**config.mk**
```make
export PLATFORM = sky130hd
export DESIGN_NAME = byte_lane_unit
export DESIGN_NICKNAME = d
export VERILOG_FILES = /design/src/rtl/byte_lane_unit.sv
export SDC_FILE = /design/constraint.sdc
export NUM_CORES = 1
export LEC_CHECK = 0
export BUFFER_PORTS_ARGS = -buffer_cell sky130_fd_sc_hd__buf_4
export CAP_MARGIN = 10
export CORE_ASPECT_RATIO = 0.75
export CORE_MARGIN = 2
export CORE_UTILIZATION = 50
export DETAILED_ROUTE_END_ITERATION = 10
export PLACE_DENSITY = 0.74
export SETUP_SLACK_MARGIN = 0.2
export SLEW_MARGIN = 30
export SYNTH_ARGS = -nofsm -noshare
export SYNTH_HDL_FRONTEND = slang
export SYNTH_SLANG_ARGS = --single-unit
```
**constraint.sdc**
```tcl
create_clock -name clk -period 6 [get_ports clk]
set_input_delay 0 -clock clk [delete_from_list [all_inputs] [get_ports clk]]
set_output_delay 0 -clock clk [all_outputs]
set_load 0.05 [all_outputs]
```
**src/rtl/byte_lane_unit.sv**
```systemverilog
// Two-stage valid/ready lane-manipulation unit (insert, fill, reverse, sign-extend) on DATA_W in LANE_W lanes.
// Optional BYTE_LANE_STATS_EN adds saturating consumed-result / error-result counters.
module byte_lane_unit #(
    parameter int DATA_W = 16,
    parameter int LANE_W = 8,
    parameter int LSEL_W = 1
) (
    input  logic              clk,
    input  logic              rst_n,
    input  logic              flush,
    input  logic              in_valid,
    output logic              in_ready,
    input  logic [3:0]        op,
    input  logic [LSEL_W-1:0] lane_sel,
    input  logic [DATA_W-1:0] dst_in,
    input  logic [LANE_W-1:0] byte_val,
    output logic              out_valid,
    input  logic              out_ready,
    output logic [DATA_W-1:0] dst_out,
    output logic              out_z,
    output logic              out_n,
    output logic              out_err
`ifdef BYTE_LANE_STATS_EN
    ,
    output logic [15:0]       stat_ops,
    output logic [15:0]       stat_errs
`endif
);

    localparam int          NUM_LANES   = DATA_W / LANE_W;
    localparam logic [31:0] NUM_LANES_U = NUM_LANES;

    typedef enum logic [3:0] {
        OP_MOVL  = 4'd0,
        OP_MOVLZ = 4'd1,
        OP_MOVLS = 4'd2,
        OP_MOVH  = 4'd3,
        OP_SWPB  = 4'd4,
        OP_SXT   = 4'd5,
        OP_MOVLN = 4'd6,
        OP_CLRLN = 4'd7
    } op_e;

    logic              s1_valid_q, s1_valid_d;
    logic [3:0]        s1_op_q, s1_op_d;
    logic [LSEL_W-1:0] s1_lsel_q, s1_lsel_d;
    logic [DATA_W-1:0] s1_dst_q, s1_dst_d;
    logic [LANE_W-1:0] s1_byte_q, s1_byte_d;

    logic              s2_valid_q, s2_valid_d;
    logic [DATA_W-1:0] s2_dst_q, s2_dst_d;
    logic              s2_z_q, s2_z_d;
    logic              s2_n_q, s2_n_d;
    logic              s2_err_q, s2_err_d;

    logic              s2_adv;
    logic              s1_adv;
    logic              accept;
    logic              lsel_ok;
    logic [DATA_W-1:0] res;
    logic              res_err;

    always_comb begin
        s2_adv   = !s2_valid_q || out_ready;
        s1_adv   = s1_valid_q && s2_adv;
        in_ready = !flush && (!s1_valid_q || s1_adv);
        accept   = in_valid && in_ready;
    end

    // Result of the op held in stage 1; error results pass the destination through.
    always_comb begin
        res     = s1_dst_q;
        res_err = 1'b0;
        lsel_ok = 32'(s1_lsel_q) < NUM_LANES_U;
        case (s1_op_q)
            OP_MOVL: res[LANE_W-1:0] = s1_byte_q;
            OP_MOVLZ: begin
                res = '0;
                res[LANE_W-1:0] = s1_byte_q;
            end
            OP_MOVLS: begin
                res = '1;
                res[LANE_W-1:0] = s1_byte_q;
            end
            OP_MOVH: res[DATA_W-1 -: LANE_W] = s1_byte_q;
            OP_SWPB: begin
                for (int i = 0; i < NUM_LANES; i++) begin
                    res[i*LANE_W +: LANE_W] = s1_dst_q[(NUM_LANES-1-i)*LANE_W +: LANE_W];
                end
            end
            OP_SXT: begin
                res = {DATA_W{s1_dst_q[LANE_W-1]}};
                res[LANE_W-1:0] = s1_dst_q[LANE_W-1:0];
            end
            OP_MOVLN, OP_CLRLN: begin
                if (lsel_ok) begin
                    for (int i = 0; i < NUM_LANES; i++) begin
                        if (LSEL_W'(i) == s1_lsel_q) begin
                            res[i*LANE_W +: LANE_W] = (s1_op_q == OP_MOVLN) ? s1_byte_q : '0;
                        end
                    end
                end else begin
                    res_err = 1'b1;
                end
            end
            default: res_err = 1'b1;
        endcase
    end

    always_comb begin
        s1_valid_d = s1_valid_q;
        s1_op_d    = s1_op_q;
        s1_lsel_d  = s1_lsel_q;
        s1_dst_d   = s1_dst_q;
        s1_byte_d  = s1_byte_q;
        s2_valid_d = s2_valid_q;
        s2_dst_d   = s2_dst_q;
        s2_z_d     = s2_z_q;
        s2_n_d     = s2_n_q;
        s2_err_d   = s2_err_q;

        if (accept) begin
            s1_op_d   = op;
            s1_lsel_d = lane_sel;
            s1_dst_d  = dst_in;
            s1_byte_d = byte_val;
        end

        if (s1_adv) begin
            s2_dst_d = res;
            s2_z_d   = (res == '0);
            s2_n_d   = res[DATA_W-1];
            s2_err_d = res_err;
        end

        if (flush) begin
            s1_valid_d = 1'b0;
            s2_valid_d = 1'b0;
        end else begin
            if (accept)      s1_valid_d = 1'b1;
            else if (s1_adv) s1_valid_d = 1'b0;
            if (s2_adv)      s2_valid_d = s1_valid_q;
        end
    end

    always_ff @(posedge clk or negedge rst_n) begin
        if (!rst_n) begin
            s1_valid_q <= 1'b0;
            s1_op_q    <= '0;
            s1_lsel_q  <= '0;
            s1_dst_q   <= '0;
            s1_byte_q  <= '0;
            s2_valid_q <= 1'b0;
            s2_dst_q   <= '0;
            s2_z_q     <= 1'b0;
            s2_n_q     <= 1'b0;
            s2_err_q   <= 1'b0;
        end else begin
            s1_valid_q <= s1_valid_d;
            s1_op_q    <= s1_op_d;
            s1_lsel_q  <= s1_lsel_d;
            s1_dst_q   <= s1_dst_d;
            s1_byte_q  <= s1_byte_d;
            s2_valid_q <= s2_valid_d;
            s2_dst_q   <= s2_dst_d;
            s2_z_q     <= s2_z_d;
            s2_n_q     <= s2_n_d;
            s2_err_q   <= s2_err_d;
        end
    end

    assign out_valid = s2_valid_q;
    assign dst_out   = s2_dst_q;
    assign out_z     = s2_z_q;
    assign out_n     = s2_n_q;
    assign out_err   = s2_err_q;

`ifdef BYTE_LANE_STATS_EN
    logic [15:0] stat_ops_q, stat_ops_d;
    logic [15:0] stat_errs_q, stat_errs_d;
    logic        consumed;

    always_comb begin
        consumed    = s2_valid_q && out_ready && !flush;
        stat_ops_d  = stat_ops_q;
        stat_errs_d = stat_errs_q;
        if (flush) begin
            stat_ops_d  = '0;
            stat_errs_d = '0;
        end else if (consumed) begin
            if (stat_ops_q != 16'hFFFF)              stat_ops_d  = stat_ops_q + 16'd1;
            if (s2_err_q && stat_errs_q != 16'hFFFF) stat_errs_d = stat_errs_q + 16'd1;
        end
    end

    always_ff @(posedge clk or negedge rst_n) begin
        if (!rst_n) begin
            stat_ops_q  <= '0;
            stat_errs_q <= '0;
        end else begin
            stat_ops_q  <= stat_ops_d;
            stat_errs_q <= stat_errs_d;
        end
    end

    assign stat_ops  = stat_ops_q;
    assign stat_errs = stat_errs_q;
`endif

endmodule

```
Word-level counts from Yosys, hierarchy flattened
Index checks and enable logic that the tools add are counted.
{"block": "word_totals", "elab_cells": 43, "output_inout_bits": 21, "in_bits": 34, "reg_bits": 50}
{"block": "classes", "muxes": 11, "reduce_logical": 15, "n_eq_ne": 7}
{"op": "8-bit case mux with 6 select lines", "n": 1}
{"op": "8-bit two-way mux", "n": 3}
{"op": "8-bit case mux with 3 select lines", "n": 1}
{"op": "4-bit by 3-bit equality test with 1-bit output, second input constant", "n": 4}
{"op": "16-bit zero test", "n": 1}
{"op": "4-bit by 2-bit equality test with 1-bit output, second input constant", "n": 2}
{"op": "8-bit OR reduction", "n": 1}
{"op": "1-bit two-way mux", "n": 6}
{"op": "4-bit by 1-bit equality test with 1-bit output, second input constant", "n": 1}
{"op": "4-bit zero test", "n": 1}
{"op": "1-bit logical AND", "n": 3}
{"op": "1-bit zero test", "n": 3}
{"op": "3-bit nonzero test", "n": 1}
{"op": "3-bit OR reduction", "n": 1}
{"op": "1-bit logical OR", "n": 2}
{"op": "2-bit nonzero test", "n": 1}
{"op": "2-bit OR reduction", "n": 1}

Longest topological paths before layout
Gate-level depths: netlist (run 1).
{"block": "logic_depth", "depth_word": 8, "ltp_mapped": 9, "depth_no_buf": 7}

Worst setup path before layout (run 1)
No wires, ideal clock.
{"block": "synth_path", "path_type": "reg-to-reg", "start": "register s2_valid_q (netlist: out_valid)", "end": "register s1_dst_q[11]", "setup_slack_ns": 3.310, "t_arrival_ns": 2.566, "period_less_slack_ns": 2.690, "t_required_ns": 5.875, "path_buffers": 2, "stages_incl_launch_ff": 7, "path_cell_list": "dfrtp_1 nor2b_1 a21oi_1 nand2_1 clkbuf_1 clkbuf_1 mux2_2"}
{"block": "synth_between", "elab_chain_cells": 6}
{"item": "from (decl)", "line": "50", "source": "logic s2_valid_q, s2_valid_d;"}
{"item": "from (signal assigned)", "line": "164", "source": "s2_valid_q <= s2_valid_d;"}
{"item": "1-bit zero test", "line": "64", "source": "s2_adv = !s2_valid_q || out_ready;"}
{"item": "1-bit logical OR", "line": "64"}
{"item": "1-bit logical AND", "line": "65", "source": "s1_adv = s1_valid_q && s2_adv;"}
{"item": "1-bit logical OR", "line": "66", "source": "in_ready = !flush && (!s1_valid_q || s1_adv);"}
{"item": "1-bit logical AND", "line": "66"}
{"item": "named net in_ready", "line": "12", "source": "output logic in_ready,"}
{"item": "1-bit logical AND", "line": "67", "source": "accept = in_valid && in_ready;"}
{"item": "to (signal assigned)", "line": "162", "source": "s1_dst_q <= s1_dst_d;"}
{"item": "to (decl)", "line": "47", "source": "logic [DATA_W-1:0] s1_dst_q, s1_dst_d;"}
The timed path passes the listed nets, and every way through them passes these cells.
A chain may end at the register's enable or synchronous reset.

Worst setup path in the final report (run 1)
{"block": "layout_path", "start": "register s1_op_q[2]", "end": "register s2_z_q (netlist: out_z)"}
{"block": "layout_between", "elab_chain_cells": 5}
{"item": "from (decl)", "line": "45", "source": "logic [3:0] s1_op_q, s1_op_d;"}
{"item": "from (signal assigned)", "line": "160", "source": "s1_op_q <= s1_op_d;"}
{"item": "4-bit by 3-bit equality test with 1-bit output", "line": "75, 99"}
{"item": "8-bit two-way mux", "line": "99", "source": "res[i*LANE_W +: LANE_W] = (s1_op_q == OP_MOVLN) ? s1_byte_q : '0;"}
{"item": "8-bit two-way mux", "line": "98", "source": "if (LSEL_W'(i) == s1_lsel_q) begin"}
{"item": "8-bit case mux with 6 select lines or 8-bit case mux with 3 select lines (tied branches)", "line": "75", "source": "case (s1_op_q)"}
{"item": "16-bit zero test (*)", "line": "131", "source": "s2_z_d = (res == '0);"}
{"item": "to (signal assigned)", "line": "166", "source": "s2_z_q <= s2_z_d;"}
{"item": "to (decl)", "line": "52", "source": "logic s2_z_q, s2_z_d;"}
Mark *: on every way between the ends. The rest lies on a longest branch, timed or not.

==> impl_metrics.json, run 1 <==
{
  "whs_path_depth": 4,
  "regToRegStartpoint": "s1_op_q[2]",
  "wl_met3_microns": 535,
  "ys_seq_area_frac": 0.458,
  "final_cell_mix": "buf_4 (55), dfrtp_1 (49), mux2_2 (34)",
  "yosysWarnings": 0,
  "cts-resized-gates": 0,
  "status": "finished clean",
  "die_area_sq_um": 5970,
  "relSlewSlack": 0.414,
  "synth.distinct_cells": 47,
  "dp_cells": 366,
  "worst-path-buf-inv": 0,
  "wl_microns": 6800,
  "fmax_mhz": 330,
  "met2_wirelength_microns": 3060,
  "antenna_found_initial": 0,
  "cap_violations": 0,
  "drive_gt1_frac": 0.309,
  "cpPeakStageDelay_ns": 0.90,
  "top_layer": "met4",
  "nets": 365,
  "grt_pass1_wl_microns": 10900,
  "grt_pass1_vias": 2255,
  "cellLeakagePower_uw": 0.00156,
  "required_ns": 6.24,
  "num_vias": 2395,
  "grt_max_degree": 50,
  "period_minus_slack_ns": 3.03,
  "fin_skew_ns": 0.00608,
  "worstSkewPairLatency_ns": 0.30,
  "p_switching_uw": 475,
  "p_comb_frac": 0.427,
  "cp.arrival_ns": 3.27,
  "syn_area_sq_um": 2680,
  "final_common_cell": "buf_4",
  "reg2reg_to": "out_z",
  "die_w_microns": 88.5,
  "p_clk_frac": 0.157,
  "synth-edff-count": 0,
  "start_kind": "flop",
  "r2r_cells": 7,
  "cp_cell_sequence": "nor2_1 -> a311o_4 -> or2_0 -> a211o_1 -> a222oi_1 -> and4_1 -> a32o_2",
  "synth_top_area_frac": 0.458,
  "async_flop_share": 1.00,
  "initial_core_util": 0.509,
  "gr-total-overflow": 0,
  "cts_root_buf": "clkbuf_8",
  "io_buffers": 54,
  "power_per_cell_area_nw_per_um2": 327,
  "tightest_slew_ns": 0.857,
  "seqPwrFrac": 0.416,
  "r2r_slack_ns": 2.97,
  "cp.depth": 7,
  "fin_cells": 405,
  "fin_util": 0.666,
  "wl_met1_microns": 3130,
  "crit_type": "flop to flop",
  "setup.worst_path.end_class": "flop",
  "p_int_uw": 673,
  "ctsHtreeMaxLevel": 2,
  "antenna_left": 0,
  "dr.first_iter.drc_count": 222,
  "hold_end": "s1_valid_q",
  "cts_tree": "built",
  "setup_tns_ns": 0,
  "grt_usage": 0.241,
  "drc": 0,
  "rsz0062_at_grt": "false",
  "startpoint": "s1_op_q[2]",
  "slew_violations": 0,
  "hold_viol": 0,
  "post-route-period-util": 0.505,
  "synth-main-ff-cell": "dfrtp_1",
  "clkSlewWorstSetupHoldPaths_ns": 0.08,
  "rows": 23,
  "synth_top_cell_by_area": "dfrtp_1",
  "synth_area_leaders": "dfrtp_1 (46%), mux2_2 (14%), a22o_1 (3.6%)",
  "vdd_ir_drop_max_mv": 0.134,
  "critPathSlowestCell": "dfrtp_1",
  "min_path_type": "input port to flop",
  "avgSynthCellArea_sq_um": 10.4,
  "crit_family": "compound AO/OA/AOI/OAI gates",
  "die_y_microns": 67.4,
  "wire_per_inst_microns": 16.8,
  "cts_buffers": 5,
  "drt_first_pass_iters": 5,
  "netSwitchingFraction": 0.414,
  "fp.coreArea_sq_um": 5270,
  "cts_buffer_depth": 2,
  "worstHoldStart": "out_ready",
  "diodes": 0,
  "area_growth_pct": 30.9,
  "post-dp-hpwl_microns": 4650,
  "synthesis.nets": 291,
  "viasPerCell": 5.91,
  "setup_violations": 0,
  "io_pins": 55,
  "syn_inst": 257,
  "path_max_fanout": 28,
  "ys_ff_latch": 49,
  "cts.sinks": 49,
  "gp_congestion": 0.939
}
## registers in the layout, indices dropped and copies added (netlist names)
name / cells
dst_out: 16
out_err: 1
out_valid: 1
out_z: 1
s1_byte_q: 8
s1_dst_q: 16
s1_lsel_q: 1
s1_op_q: 4
s1_valid_q: 1
## worst reg2reg max path: cells and delay by family (launching register included)
| family | cells | cell delay, ns |
|---|---|---|
| AO/OA/AOI/OAI | 4 | 1.30 |
| flip-flops | 1 | 0.90 |
| AND/OR/NAND/NOR | 3 | 0.77 |
## power by group through the flow
stage / sequential [uW] / combinational, uW / clock, uW
after floorplan: 575 / 234 / 0
after global placement: 479 / 462 / 0
after detailed placement: 482 / 470 / 0
after CTS: 475 / 487 / 183
after global routing: 488 / 526 / 196
final: 478 / 490 / 180
## worst max-delay path by stage
stage,endpoint,slack [ns]
6_report,out_z,2.97
5_1_grt,out_z,2.73
4_1_cts,out_z,2.81
3_5_place_dp,out_z,2.83
3_3_place_gp,out_z,3.06
2_1_floorplan,s1_dst_q[11],3.31
## cells by family after synthesis
group / after synthesis / synth area share
AOI/OAI and AO/OA: 81 / 0.220
xor gates and xnor gates: 1 / 0.00327
DFF: 49 / 0.458
and+or+nand+nor: 64 / 0.129
buffers and inverters: 27 / 0.0430
muxes: 35 / 0.147
## repair_timing
item                      in CTS  in global routing
hold buffers                  33                  0
hold endpoints to repair      80                  0
setup buffers                  0                  0
## metal layers
| metal | vias to the layer above | GRT usage |
|---|---|---|
| li1 | 1108 | - |
| met1 | 1155 | 0.351 |
| met2 | 123 | 0.362 |
| met3 | 9 | 0.0477 |
| met4 | 0 | 0.0795 |
| met5 | - | 0 |
## area by class of cell
| cell class | instances | area, sq um |
|---|---|---|
| multi-input combinational | 181 | 1350 |
| fill | 443 | 1760 |
| sequential | 49 | 1230 |
| clock buffer | 5 | 68.8 |
| inverter | 6 | 22.5 |
| tap | 75 | 93.8 |
| timing repair buffer | 88 | 743 |
| clock inverter | 1 | 5.00 |
## Yosys cell counts (2+ instances only)
library cell	count
nand3b_1	5
o21ai_0	13
a2bb2oi_1	5
o21bai_1	7
a221o_1	2
nand3_1	3
clkbuf_1	16
inv_1	5
and3_1	2
o22ai_1	5
or2_2	2
o221ai_1	2
a22o_1	11
dfrtp_1	49
a221oi_1	6
nand2_1	15
a22oi_1	3
a211oi_1	6
nor3_1	2
mux2_2	34
nor2_1	17
nand2b_1	6
buf_2	2
a21oi_1	14
nor4bb_1	2
and3b_1	2
## metrics by stage
step / setup slack (ns) / instance area (sq um) / hold WS, ns / total power [uW]
2_1_floorplan: 3.31 / 2680 / -0.296 / 809
3_3_place_gp: 3.06 / 3090 / 0.0490 / 941
3_5_place_dp: 2.83 / 3100 / 0.0543 / 952
4_1_cts: 2.81 / 3500 / 0.0501 / 1150
5_1_grt: 2.73 / 3510 / 0.0875 / 1210
6_report: 2.97 / 3510 / 0.0527 / 1150
Note: power is estimated with default switching activity, not from simulation.
==> run 2: changes to the inputs <==
Settings changed: CORE_UTILIZATION 50 to 49, PLACE_DENSITY 0.74 to 0.75.
Clock period 6 ns to 2.6 ns, I/O delays scaled along.
==> impl_metrics.json, run 2 (synthesis results as in run 1) <==
{
  "post-route-period-util": 0.888,
  "status": "finished clean",
  "die_area_sq_um": 6080,
  "cts_root_buf": "clkbuf_8",
  "gp_congestion": 0.958,
  "nets": 376,
  "rows": 23,
  "cts_buffer_depth": 2,
  "io_pins": 55,
  "slew_violations": 0,
  "wl_microns": 7220,
  "power_per_cell_area_nw_per_um2": 764,
  "io_buffers": 54,
  "relSlewSlack": 0.601,
  "drc": 0,
  "fill_cells": 423,
  "final_cell_mix": "buf_4 (67), dfrtp_1 (47), mux2_2 (34)",
  "rsz0062_at_grt": "false",
  "regArea_sq_um": 1230,
  "cellLeakagePower_uw": 0.00164,
  "cpPeakStageDelay_ns": 0.44,
  "ctsHtreeMaxLevel": 2,
  "gr-total-overflow": 0,
  "grt_max_degree": 50,
  "fmax_mhz": 433,
  "fin_skew_ns": 0.00539,
  "multiInputGateArea_sq_um": 1400,
  "cts_buffers": 5,
  "period_minus_slack_ns": 2.31,
  "cp_cell_sequence": "buf_4 -> buf_4 -> and3b_1 -> a22o_1 -> a211o_1 -> a222oi_1 -> and4_1 -> a32o_2",
  "setup_violations": 0,
  "antenna_left": 0,
  "tightest_slew_ns": 0.599,
  "cap_violations": 0,
  "fin_cells": 418,
  "dr.first_iter.drc_count": 222,
  "grt_pass1_wl_microns": 11400,
  "setup_tns_ns": 0,
  "crit_type": "flop to flop",
  "initial_core_util": 0.506,
  "wire_per_inst_microns": 17.3,
  "vdd_ir_drop_max_mv": 0.357,
  "fp.coreArea_sq_um": 5300,
  "antenna_found_initial": 0,
  "post-dp-hpwl_microns": 4870,
  "layout_setup_ws_ns": 0.290,
  "die_w_microns": 89.4,
  "area_growth_pct": 37.1,
  "drt_first_pass_iters": 6,
  "cp.arrival_ns": 2.55,
  "final_common_cell": "buf_4",
  "clkSlewWorstSetupHoldPaths_ns": 0.09,
  "required_ns": 2.85,
  "grt_usage": 0.248,
  "num_vias": 2442,
  "grt_pass1_vias": 2267,
  "setup.worst_path.end_class": "flop",
  "min_path_type": "input port to flop",
  "hold_viol": 0,
  "worstSkewPairLatency_ns": 0.30,
  "die_y_microns": 68.0,
  "cpMostUsedCell": "buf_4",
  "drive_gt1_frac": 0.376,
  "cts.sinks": 49,
  "dp_cells": 376,
  "viasPerCell": 5.84,
  "start_kind": "flop",
  "path_max_fanout": 12,
  "post-place-ws_ns": 0.209,
  "diodes": 0,
  "cts_tree": "built",
  "critPathSlowestCell": "dfrtp_2"
}
## run 2: routing by layer
layer | wire length (microns) | global-route usage | vias up
met3 | 509 | 0.0446 | 13
li1 | - | - | 1130
met2 | 3300 | 0.393 | 118
met5 | 0 | 0 | -
met1 | 3310 | 0.357 | 1181
met4 | 97 | 0.0597 | 0
## run 2: critical path, delay by kind of cell, from the launching register on
| kind | cells | cell delay, ns |
|---|---|---|
| buffers and inverters | 2 | 0.33 |
| DFF | 1 | 0.44 |
| and+or+nand+nor | 2 | 0.52 |
| AOI/OAI and AO/OA | 4 | 0.97 |
## run 2: what timing repair did
| action | CTS | global route |
|---|---|---|
| cloned | 0 | 0 |
| pin swaps | 2 | 2 |
| endpoints found under the hold margin | 80 | 0 |
| resized for setup | 2 | 13 |
| setup endpoints to repair | 1 | 2 |
| hold buffers | 32 | 0 |
| buffers inserted | 2 | 0 |
## run 2: per-stage QoR
| stage | power (uW) | utilization | hold slack [ns] | instance area (sq um) |
|---|---|---|---|---|
| floorplan | 1870 | - | -0.296 | 2680 |
| global placement | 2210 | 0.599 | 0.0461 | 3170 |
| detailed placement | 2230 | 0.599 | 0.0511 | 3170 |
| CTS | 2770 | 0.683 | 0.00501 | 3620 |
| global route | 2960 | 0.694 | 0.0609 | 3670 |
| finish | 2810 | 0.694 | 0.0265 | 3670 |
## run 2: worst paths after layout
kind                             from    endpoint  slack (ns)  cells past startpoint
min                         out_ready   out_valid        0.03                      4
max reg2reg                s1_op_q[0]       out_z        0.29                      8
max in group asynchronous       rst_n  s1_op_q[2]        1.92                      2
min in group asynchronous       rst_n  dst_out[9]        0.25                      2
min reg2reg                dst_out[0]  dst_out[0]        0.48                      2
max                        s1_op_q[0]       out_z        0.29                      8
## run 2: power by group
group          switching [uW]  total (uW)  internal, uW  leakage [uW]
sequential                165        1080           916      0.000583
clock                     248         489           241     0.0000542
combinational             735        1240           503       0.00100
## run 2: layout make-up
| cell class | instances | area share |
|---|---|---|
| clock buffers | 7 | 0.0262 |
| multi-input cells | 181 | 0.382 |
| repair buffers | 99 | 0.224 |
| flip-flops and latches | 49 | 0.334 |
| inverters | 6 | 0.00613 |
| well taps | 75 | 0.0255 |
| clock inverters | 1 | 0.00136 |
==> run 3: changes to the inputs <==
Settings changed: CORE_UTILIZATION 49 to 50, PLACE_DENSITY 0.75 to 0.74.
Clock period 2.6 ns to 2.97 ns, I/O delays scaled along.
==> impl_metrics.json, run 3 (synthesis results as in run 1) <==
{
  "rsz0062_at_grt": "false",
  "wire_per_inst_microns": 16.3,
  "nets": 372,
  "clkSlewWorstSetupHoldPaths_ns": 0.09,
  "die_w_microns": 88.5,
  "gr-total-overflow": 0,
  "die_y_microns": 67.4,
  "min_path_type": "input port to flop",
  "io_buffers": 54,
  "worstSkewPairLatency_ns": 0.30,
  "ctsHtreeMaxLevel": 2,
  "post-dp-hpwl_microns": 4740,
  "cts_buffers": 5,
  "path_max_fanout": 11,
  "cap_violations": 0,
  "setup_violations": 0,
  "start_kind": "flop",
  "final_cell_mix": "buf_4 (62), dfrtp_1 (49), mux2_2 (34)",
  "worstHoldStart": "out_ready",
  "cp_cell_sequence": "nor2b_4 -> a311o_4 -> or2_0 -> a211o_1 -> a222oi_1 -> and4_1 -> a32o_2",
  "cts-resized-gates": 0,
  "initial_core_util": 0.509,
  "hold_viol": 0,
  "antenna_found_initial": 0,
  "viasPerCell": 5.73,
  "fin_area_sq_um": 3580,
  "cts.sinks": 49,
  "regToRegStartpoint": "s1_op_q[0]",
  "cts_root_buf": "clkbuf_8",
  "period_minus_slack_ns": 2.64,
  "tightest_slew_ns": 0.701,
  "relSlewSlack": 0.533,
  "fmax_mhz": 378,
  "postCtsHoldBufs": 33,
  "r2r_slack_ns": 0.33,
  "power_per_cell_area_nw_per_um2": 670,
  "postPlaceCellArea_sq_um": 3150,
  "dr.first_iter.drc_count": 210,
  "wl_microns": 6760,
  "drc": 0,
  "cellLeakagePower_uw": 0.00160,
  "vdd_ir_drop_max_mv": 0.372,
  "startpoint": "s1_op_q[0]",
  "gp_congestion": 0.932,
  "io_pins": 55,
  "slew_violations": 0,
  "final_common_cell": "buf_4",
  "grt_max_degree": 50,
  "drive_gt1_frac": 0.322,
  "status": "finished clean",
  "drt_first_pass_iters": 5,
  "grt_pass1_wl_microns": 10900,
  "fin_skew_ns": 0.00293,
  "antenna_left": 0,
  "fp.coreArea_sq_um": 5270,
  "cpPeakStageDelay_ns": 0.49,
  "num_vias": 2374,
  "diodes": 0,
  "critPathSlowestCell": "dfrtp_1",
  "area_growth_pct": 33.5,
  "grt_pass1_vias": 2190,
  "crit_type": "flop to flop",
  "cp.arrival_ns": 2.89,
  "required_ns": 3.21,
  "post_cts_buffers": 0,
  "setup_tns_ns": 0,
  "cts_buffer_depth": 2,
  "rows": 23,
  "cts_tree": "built",
  "grt_usage": 0.244,
  "post-route-period-util": 0.890,
  "die_area_sq_um": 5970,
  "setup.worst_path.end_class": "flop"
}
[run 3: metal layers]
layer / routed length [microns] / vias up / share of wire / track usage
li1: - / 1129 / - / -
met1: 3220 / 1118 / 0.48 / 0.352
met2: 3030 / 115 / 0.45 / 0.367
met3: 417 / 12 / 0.062 / 0.0636
met4: 87 / 0 / 0.013 / 0.0606
met5: 0 / - / 0 / 0
[run 3: through the flow]
stage	hold WS, ns	power [uW]	utilization	setup WS, ns	instances
2_1_floorplan	-0.296	1630	-	0.280	257
3_3_place_gp	0.0527	1920	0.597	0.456	373
3_5_place_dp	0.0511	1940	0.597	0.382	373
4_1_cts	0.0567	2400	0.679	0.356	414
5_1_grt	0.0642	2530	0.679	0.249	414
6_report	0.0748	2400	0.679	0.326	414
[run 3: path summary, 6_finish.rpt]
path | cells after the start | end
max in group asynchronous | 2 | dst_out[10]
min reg2reg | 2 | dst_out[5]
min in group asynchronous | 2 | dst_out[1]
max reg2reg | 7 | out_z
min | 4 | s1_valid_q
max | 7 | out_z
[run 3: cell type report]
cell class / count / area [sq um]
inverter: 6 / 22.5
clock inverter: 1 / 5.00
clock buffer: 7 / 96.3
tap: 75 / 93.8
multi-input combinational: 181 / 1340
fill: 423 / 1690
sequential: 49 / 1230
timing repair buffer: 95 / 796
[run 3: critical path: cells and delay by family, from the launching register on]
kind	cells	cell delay [ns]
compound gates	4	1.30
simple gates	3	0.79
flops	1	0.49
[run 3: where the power goes]
group          internal, uW  switching (uW)  total, uW
combinational           416             620       1040
clock                   211             219        430
sequential              801             131        932
total                  1430             970       2400
